`src/rtl/key_input_pio.sv`:
```
// Avalon-MM input PIO: synchronizes, debounces and edge-captures WIDTH board pins,
// with a maskable level interrupt on captured rising edges.
module key_input_pio #(
    parameter int WIDTH           = 8,
    parameter int DEBOUNCE_CYCLES = 500000
) (
    input  logic             clk,
    input  logic             rst,
    input  logic [WIDTH-1:0] pins_in,
    input  logic             chipselect,
    input  logic [1:0]       address,
    input  logic             read,
    input  logic             write,
    input  logic [31:0]      writedata,
    output logic [31:0]      readdata,
    output logic             irq
);

    localparam int CNT_W = (DEBOUNCE_CYCLES > 1) ? $clog2(DEBOUNCE_CYCLES) : 1;
    localparam logic [CNT_W-1:0] CNT_LAST = CNT_W'(DEBOUNCE_CYCLES - 1);

    typedef enum logic [1:0] {
        REG_DATA    = 2'd0,
        REG_IRQMASK = 2'd1,
        REG_EDGECAP = 2'd2,
        REG_RAW     = 2'd3
    } reg_addr_e;

    logic [WIDTH-1:0] sync1, sync2;
    logic [WIDTH-1:0] stable, stable_nxt;
    logic [WIDTH-1:0] edgecap, edgecap_nxt;
    logic [WIDTH-1:0] irqmask, irqmask_nxt;
    logic [WIDTH-1:0] clr_mask;
    logic [CNT_W-1:0] cnt     [WIDTH];
    logic [CNT_W-1:0] cnt_nxt [WIDTH];
    logic [31:0]      readdata_nxt;
    logic             rd_en, wr_en;
    reg_addr_e        addr;
    logic             unused_writedata;

    assign rd_en            = chipselect & read;
    assign wr_en            = chipselect & write;
    assign addr             = reg_addr_e'(address);
    assign unused_writedata = ^writedata;

    // NOTE: every signal written in always_comb gets a default first, so no path leaves it unassigned and infers a latch.
    always_comb begin
        stable_nxt = stable;
        for (int i = 0; i < WIDTH; i++) begin
            cnt_nxt[i] = '0;
            if (sync2[i] != stable[i]) begin
                if (cnt[i] == CNT_LAST) stable_nxt[i] = sync2[i];
                else                    cnt_nxt[i]    = cnt[i] + 1'b1;
            end
        end
    end

    // A rising edge on the same clock as a W1C of that bit keeps the bit set.
    always_comb begin
        clr_mask    = (wr_en && addr == REG_EDGECAP) ? writedata[WIDTH-1:0] : '0;
        edgecap_nxt = (edgecap & ~clr_mask) | (stable_nxt & ~stable);
        irqmask_nxt = (wr_en && addr == REG_IRQMASK) ? writedata[WIDTH-1:0] : irqmask;
    end

    // Read data is taken from pre-edge register values, so a same-cycle write is not visible.
    always_comb begin
        readdata_nxt = '0;
        if (rd_en) begin
            unique case (addr)
                REG_DATA:    readdata_nxt = 32'(stable);
                REG_IRQMASK: readdata_nxt = 32'(irqmask);
                REG_EDGECAP: readdata_nxt = 32'(edgecap);
                REG_RAW:     readdata_nxt = 32'(sync2);
            endcase
        end
    end

    // NOTE: all sequential state uses non-blocking assignments so every flop samples pre-edge values.
    always_ff @(posedge clk) begin
        if (!rst) begin
            sync1    <= '0;
            sync2    <= '0;
            stable   <= '0;
            edgecap  <= '0;
            irqmask  <= '0;
            readdata <= '0;
            // NOTE: the counter array is per-bit control state, not RAM, so each entry is reset explicitly.
            for (int i = 0; i < WIDTH; i++) cnt[i] <= '0;
        end else begin
            sync1    <= pins_in;
            sync2    <= sync1;
            stable   <= stable_nxt;
            edgecap  <= edgecap_nxt;
            irqmask  <= irqmask_nxt;
            readdata <= readdata_nxt;
            cnt      <= cnt_nxt;
        end
    end

    assign irq = |(edgecap & irqmask);

endmodule

```
`config.mk`:
```
export PLATFORM = sky130hd
export DESIGN_NAME = key_input_pio
export DESIGN_NICKNAME = d
export VERILOG_FILES = /design/src/rtl/key_input_pio.sv
export SDC_FILE = /design/constraint.sdc
export NUM_CORES = 1
export LEC_CHECK = 0
export CAP_MARGIN = 20
export CORE_ASPECT_RATIO = 1.2
export CORE_MARGIN = 2
export CORE_UTILIZATION = 55
export DETAILED_ROUTE_END_ITERATION = 10
export GPL_TIMING_DRIVEN = 0
export PLACE_DENSITY = 0.77
export SETUP_SLACK_MARGIN = 0.05
export SYNTH_ARGS = -nofsm -noshare
export SYNTH_HDL_FRONTEND = slang
export SYNTH_SLANG_ARGS = --single-unit
export TNS_END_PERCENT = 1
```
`constraint.sdc`:
```
create_clock -name clk -period 2.95 [get_ports clk]
set_clock_uncertainty 0.2 [all_clocks]
set_input_delay 0.295 -clock clk [delete_from_list [all_inputs] [get_ports clk]]
set_output_delay 0.295 -clock clk [all_outputs]
set_load 0.05 [all_outputs]
```
# Word-level counts from Yosys, hierarchy flattened
# Cells that the tools add are included.
dict set report totals {
  regBits 224
  latch_bits 0
  ram_bits 0
  romBits 0
  in_bits 47
  out_inout_bits 33
  word_cells 89
  memories 0
}
dict set report op_classes {
  n_addsub 8
  n_mul 0
  div 0
  magnitude_cmp 0
  eq_ne 19
  shifts 0
  muxes 18
  bitwise 17
  reduce_logical 13
}
# op n
set op_table {}
lappend op_table {{19-bit by 1-bit adder with 19-bit output (second input constant)} 8}
lappend op_table {{19-bit equality test (second input constant)} 8}
lappend op_table {{32-bit case mux with 4 select lines} 1}
lappend op_table {{8-bit AND} 3}
lappend op_table {{3-bit OR reduction} 8}
lappend op_table {{1-bit two-way mux} 16}
lappend op_table {{8-bit NOT} 2}
lappend op_table {{1-bit NOT} 9}
lappend op_table {{8-bit two-way mux} 1}
lappend op_table {{1-bit != test} 8}
lappend op_table {{8-bit bitwise OR} 1}
lappend op_table {{8-bit OR reduction} 1}
lappend op_table {{2-bit equality test (second input constant)} 2}
lappend op_table {{1-bit AND} 2}
lappend op_table {{2-bit by 1-bit equality test with 1-bit output (second input constant)} 1}
lappend op_table {{1-bit logical AND} 2}
lappend op_table {{2-bit logical NOT} 1}
lappend op_table {{2-bit AND reduction} 1}

# Logic depth before layout (Yosys ltp)
dict set report depth {
  ltp_word 6
  depth_mapped 7
  mapped_depth_nobuf 5
}

# Least setup slack after synthesis
# OpenSTA, ideal clock, no wires.
dict set report synth_timing {
  path_type {register to register}
  from {reg cnt[9] (netlist name)}
  to {reg cnt[10] (netlist name)}
  setup_ns 0.115
  t_arrival_ns 1.927
  t_required_ns 2.635
  slack_ns 0.709
  stages_incl_launch_ff 6
  path_buffers 1
  synth_period_minus_slack_ns 2.241
  cell_sequence {dfxtp_1 -> or4b_2 -> or4_4 -> o221ai_4 -> buf_6 -> nor2_1}
}
dict set report synth_via {
  elab_chain_cells 2
  word_cells_on_any_way 3
  classes_between {add/sub (1); eq/ne (1); reduce/logical (1)}
}
# element line_no
set synth_lines {}
lappend synth_lines {{from (decl)} 34} ;# logic [CNT_W-1:0] cnt [WIDTH];
lappend synth_lines {{from (signal assigned)} 96} ;# cnt <= cnt_nxt;
lappend synth_lines {{branches (longest 2 deep; another with 19-bit by 1-bit adder with 19-bit output)} --}
# Several ways; the timed one is not identified.
# A chain may end at the register's enable or synchronous reset.

# Worst setup path in the final report
dict set report layout_timing {
  from {reg cnt[38] (netlist name)}
  to {reg cnt[46] (netlist name)}
}
# Same word-level chain as after synthesis.

==> reports/results.ini <==
[placed_design]
place_hpwl_um=12300
port_buffers=31
gp_congestion=0.871
place_ws_ns=0.187

[setup_path]
worst_setup_path_start_kind=flip-flop
worstSetupEndpointType=flip-flop
critPathKind=flip-flop to flip-flop
rr_worst_depth=7
worstPathRequired_ns=3.06
crit_arrival_ns=2.72
critical_path_peak_fanout=10
rrSetupSlack_ns=0.33

[detailed_routing]
wl_met2_um=8350
route.detailed.drc=0
final_antenna_net_count=0
first_pass_iters=8
wl_met3_um=727
drt-wirelength-per-cell_um=13.3
num_vias=7097
wl_um=17400
via_per_inst=5.43
drtIter0Drc=378
wl_met1_um=7960
highest_layer=met4

[sta]
fin_setup_tns_ns=0
max_slew_margin_pct=52.0
worst_slew_pin_slew_ns=0.720
finalCriticalPeriod_ns=2.62
rsz0062_at_grt=true
final_hold_viol_count=0
fin_ws_ns=0.335
fmax_mhz=382
drv_slew=0
min_period_over_period_pct=88.6
setup_viol=0

[die]
initial_core_util_pct=55.9
fp.coreArea_um2=16200
fp-row-count=51
dieArea_um2=17500
io_pins=80
die_x_um=121
die_height_um=145

[clocking]
cts_buffers=17
htree_levels=4
path_clk_slew_ns=0.07
clockBufferDepth=2
cts-resized-gates=0
cts_tree=built
clock_sinks=200
clock_latency_ns=0.43
cts_root_buf=clkbuf_16

[logic_synthesis]
netlist.area_leader.share_pct=44.2
ys_seq_area_share_pct=44.2
synth_cell_types=53
synth_area_um2=9060
yosysTopAreaCell=dfxtp_1
async_flop_share_pct=0
synth-edff-count=0
synth_warnings=0
netlist_instances=1007
netlist_top_cells_area=dfxtp_1 44%, nor2_1 5.2%, xnor2_1 5.1%
synth-seq-cells=200
synth_ff_type=dfxtp_1
synth_area_per_cell_um2=9.00

[global_routing]
grt_pass1_vias=6583
grt_antenna_before_repair=1
grt_pass1_wl_um=29800
grt_max_degree=17
grt_overflow=0
grt_usage_pct=20.9

[min_path]
hold_path.class=flip-flop to flip-flop
min_path_cells=1

[finish]
area.growth.synth_to_final_pct=14.2
final_cell_mix=200 x dfxtp_1, 126 x nor2_1, 70 x nand2_1, 55 x nand3_1, 55 x a21oi_1
drive_gt1_share_pct=9.04
nets=1137
final_common_cell=dfxtp_1
nFillCells=1377

[pwr]
p_per_area_nw_per_um2=514
p_leak_nw=3.24
ir_drop_uv=406

[outcome]
status=completed

[run]
cap_viol_max_count=0

==> flip-flops by register name, indices dropped and copies added, names as in the netlist <==
signal	cells
cnt	152
sync2	8
edgecap	8
sync1	8
irqmask	8
readdata	8
stable	8
==> stage by stage <==
| stage | cell area (um2) | hold slack, ns | utilization (%) | power [mW] | cells |
|---|---|---|---|---|---|
| 2_1_floorplan | 9150 | 0.212 | - | 2.94 | 1030 |
| 3_3_place_gp | 9720 | 0.215 | 60.0 | 3.00 | 1273 |
| 3_5_place_dp | 9720 | 0.223 | 60.0 | 3.00 | 1273 |
| 4_1_cts | 10300 | 0.228 | 63.7 | 5.37 | 1305 |
| 5_1_grt | 10300 | 0.235 | 63.8 | 5.50 | 1307 |
| 6_report | 10300 | 0.235 | 63.8 | 5.32 | 1308 |
==> logic make-up (layout without fill, tap and decap cells) <==
family	after synthesis	after routing	synth area share [%]
and+or+nand+nor	476	476	28.8
muxes	8	8	1.99
AOI/OAI and AO/OA	130	130	9.34
DFF	200	200	44.2
buffers and inverters	82	147	4.70
adders and majority gates	8	8	1.10
other	1	25	0.0414
xor gates and xnor gates	102	102	9.86
==> synth_stat cells (all sizes together) (10+ instances only) <==
cell type,number
a21oi,55
and2,25
and3,10
and4,16
buf,32
clkbuf,20
dfxtp,200
inv,30
nand2,70
nand3,55
nand4,35
nor2,126
nor2b,10
nor3,17
nor4,22
o21a,14
o21ai,28
o31ai,15
or3,29
or4,28
xnor2,53
xor2,49
==> path summary, 6_finish.rpt <==
kind / from / end
worst min-delay path: sync1[1] / sync2[1]
worst max-delay path: cnt[38] / cnt[46]
worst max register to register: cnt[38] / cnt[46]
worst min register to register: sync1[1] / sync2[1]
==> routing by layer <==
| layer | track usage (%) | vias up |
|---|---|---|
| li1 | - | 3680 |
| met1 | 24.9 | 3272 |
| met2 | 36.1 | 114 |
| met3 | 4.69 | 31 |
| met4 | 9.26 | 0 |
| met5 | 0 | - |
==> critical path: stages (launching register included) <==
cell and delay (ns):
dfxtp_1 0.35, ha_1 0.23, nand4_1 0.23, nor3_1 0.44, a211o_1 0.19, clkbuf_1 0.37, buf_1 0.39, nor2_1 0.09
==> final cells by class <==
cell class | instances | area, um2 | area share [%]
Inverter | 30 | 113 | 1.09
Timing Repair Buffer | 33 | 325 | 3.14
Multi-Input combinational cell | 748 | 4720 | 45.6
Antenna cell | 1 | 2.50 | 0.0242
Buffer | 52 | 313 | 3.02
Clock buffer | 21 | 460 | 4.45
Sequential cell | 200 | 4000 | 38.7
Clock inverter | 11 | 146 | 1.41
Tap cell | 212 | 265 | 2.56
==> power by group <==
part           internal (mW)  total [mW]  switching (mW)
logic                 0.0784       0.212           0.134
registers               2.72        2.73          0.0103
clock network           1.38        2.38            1.00
==> what timing repair did <==
action / in CTS / in global routing
hold buffers: 0 / 0
setup buffers: 0 / 2
endpoints found under the setup margin: 0 / 20
(Power assumes the default switching activity.)
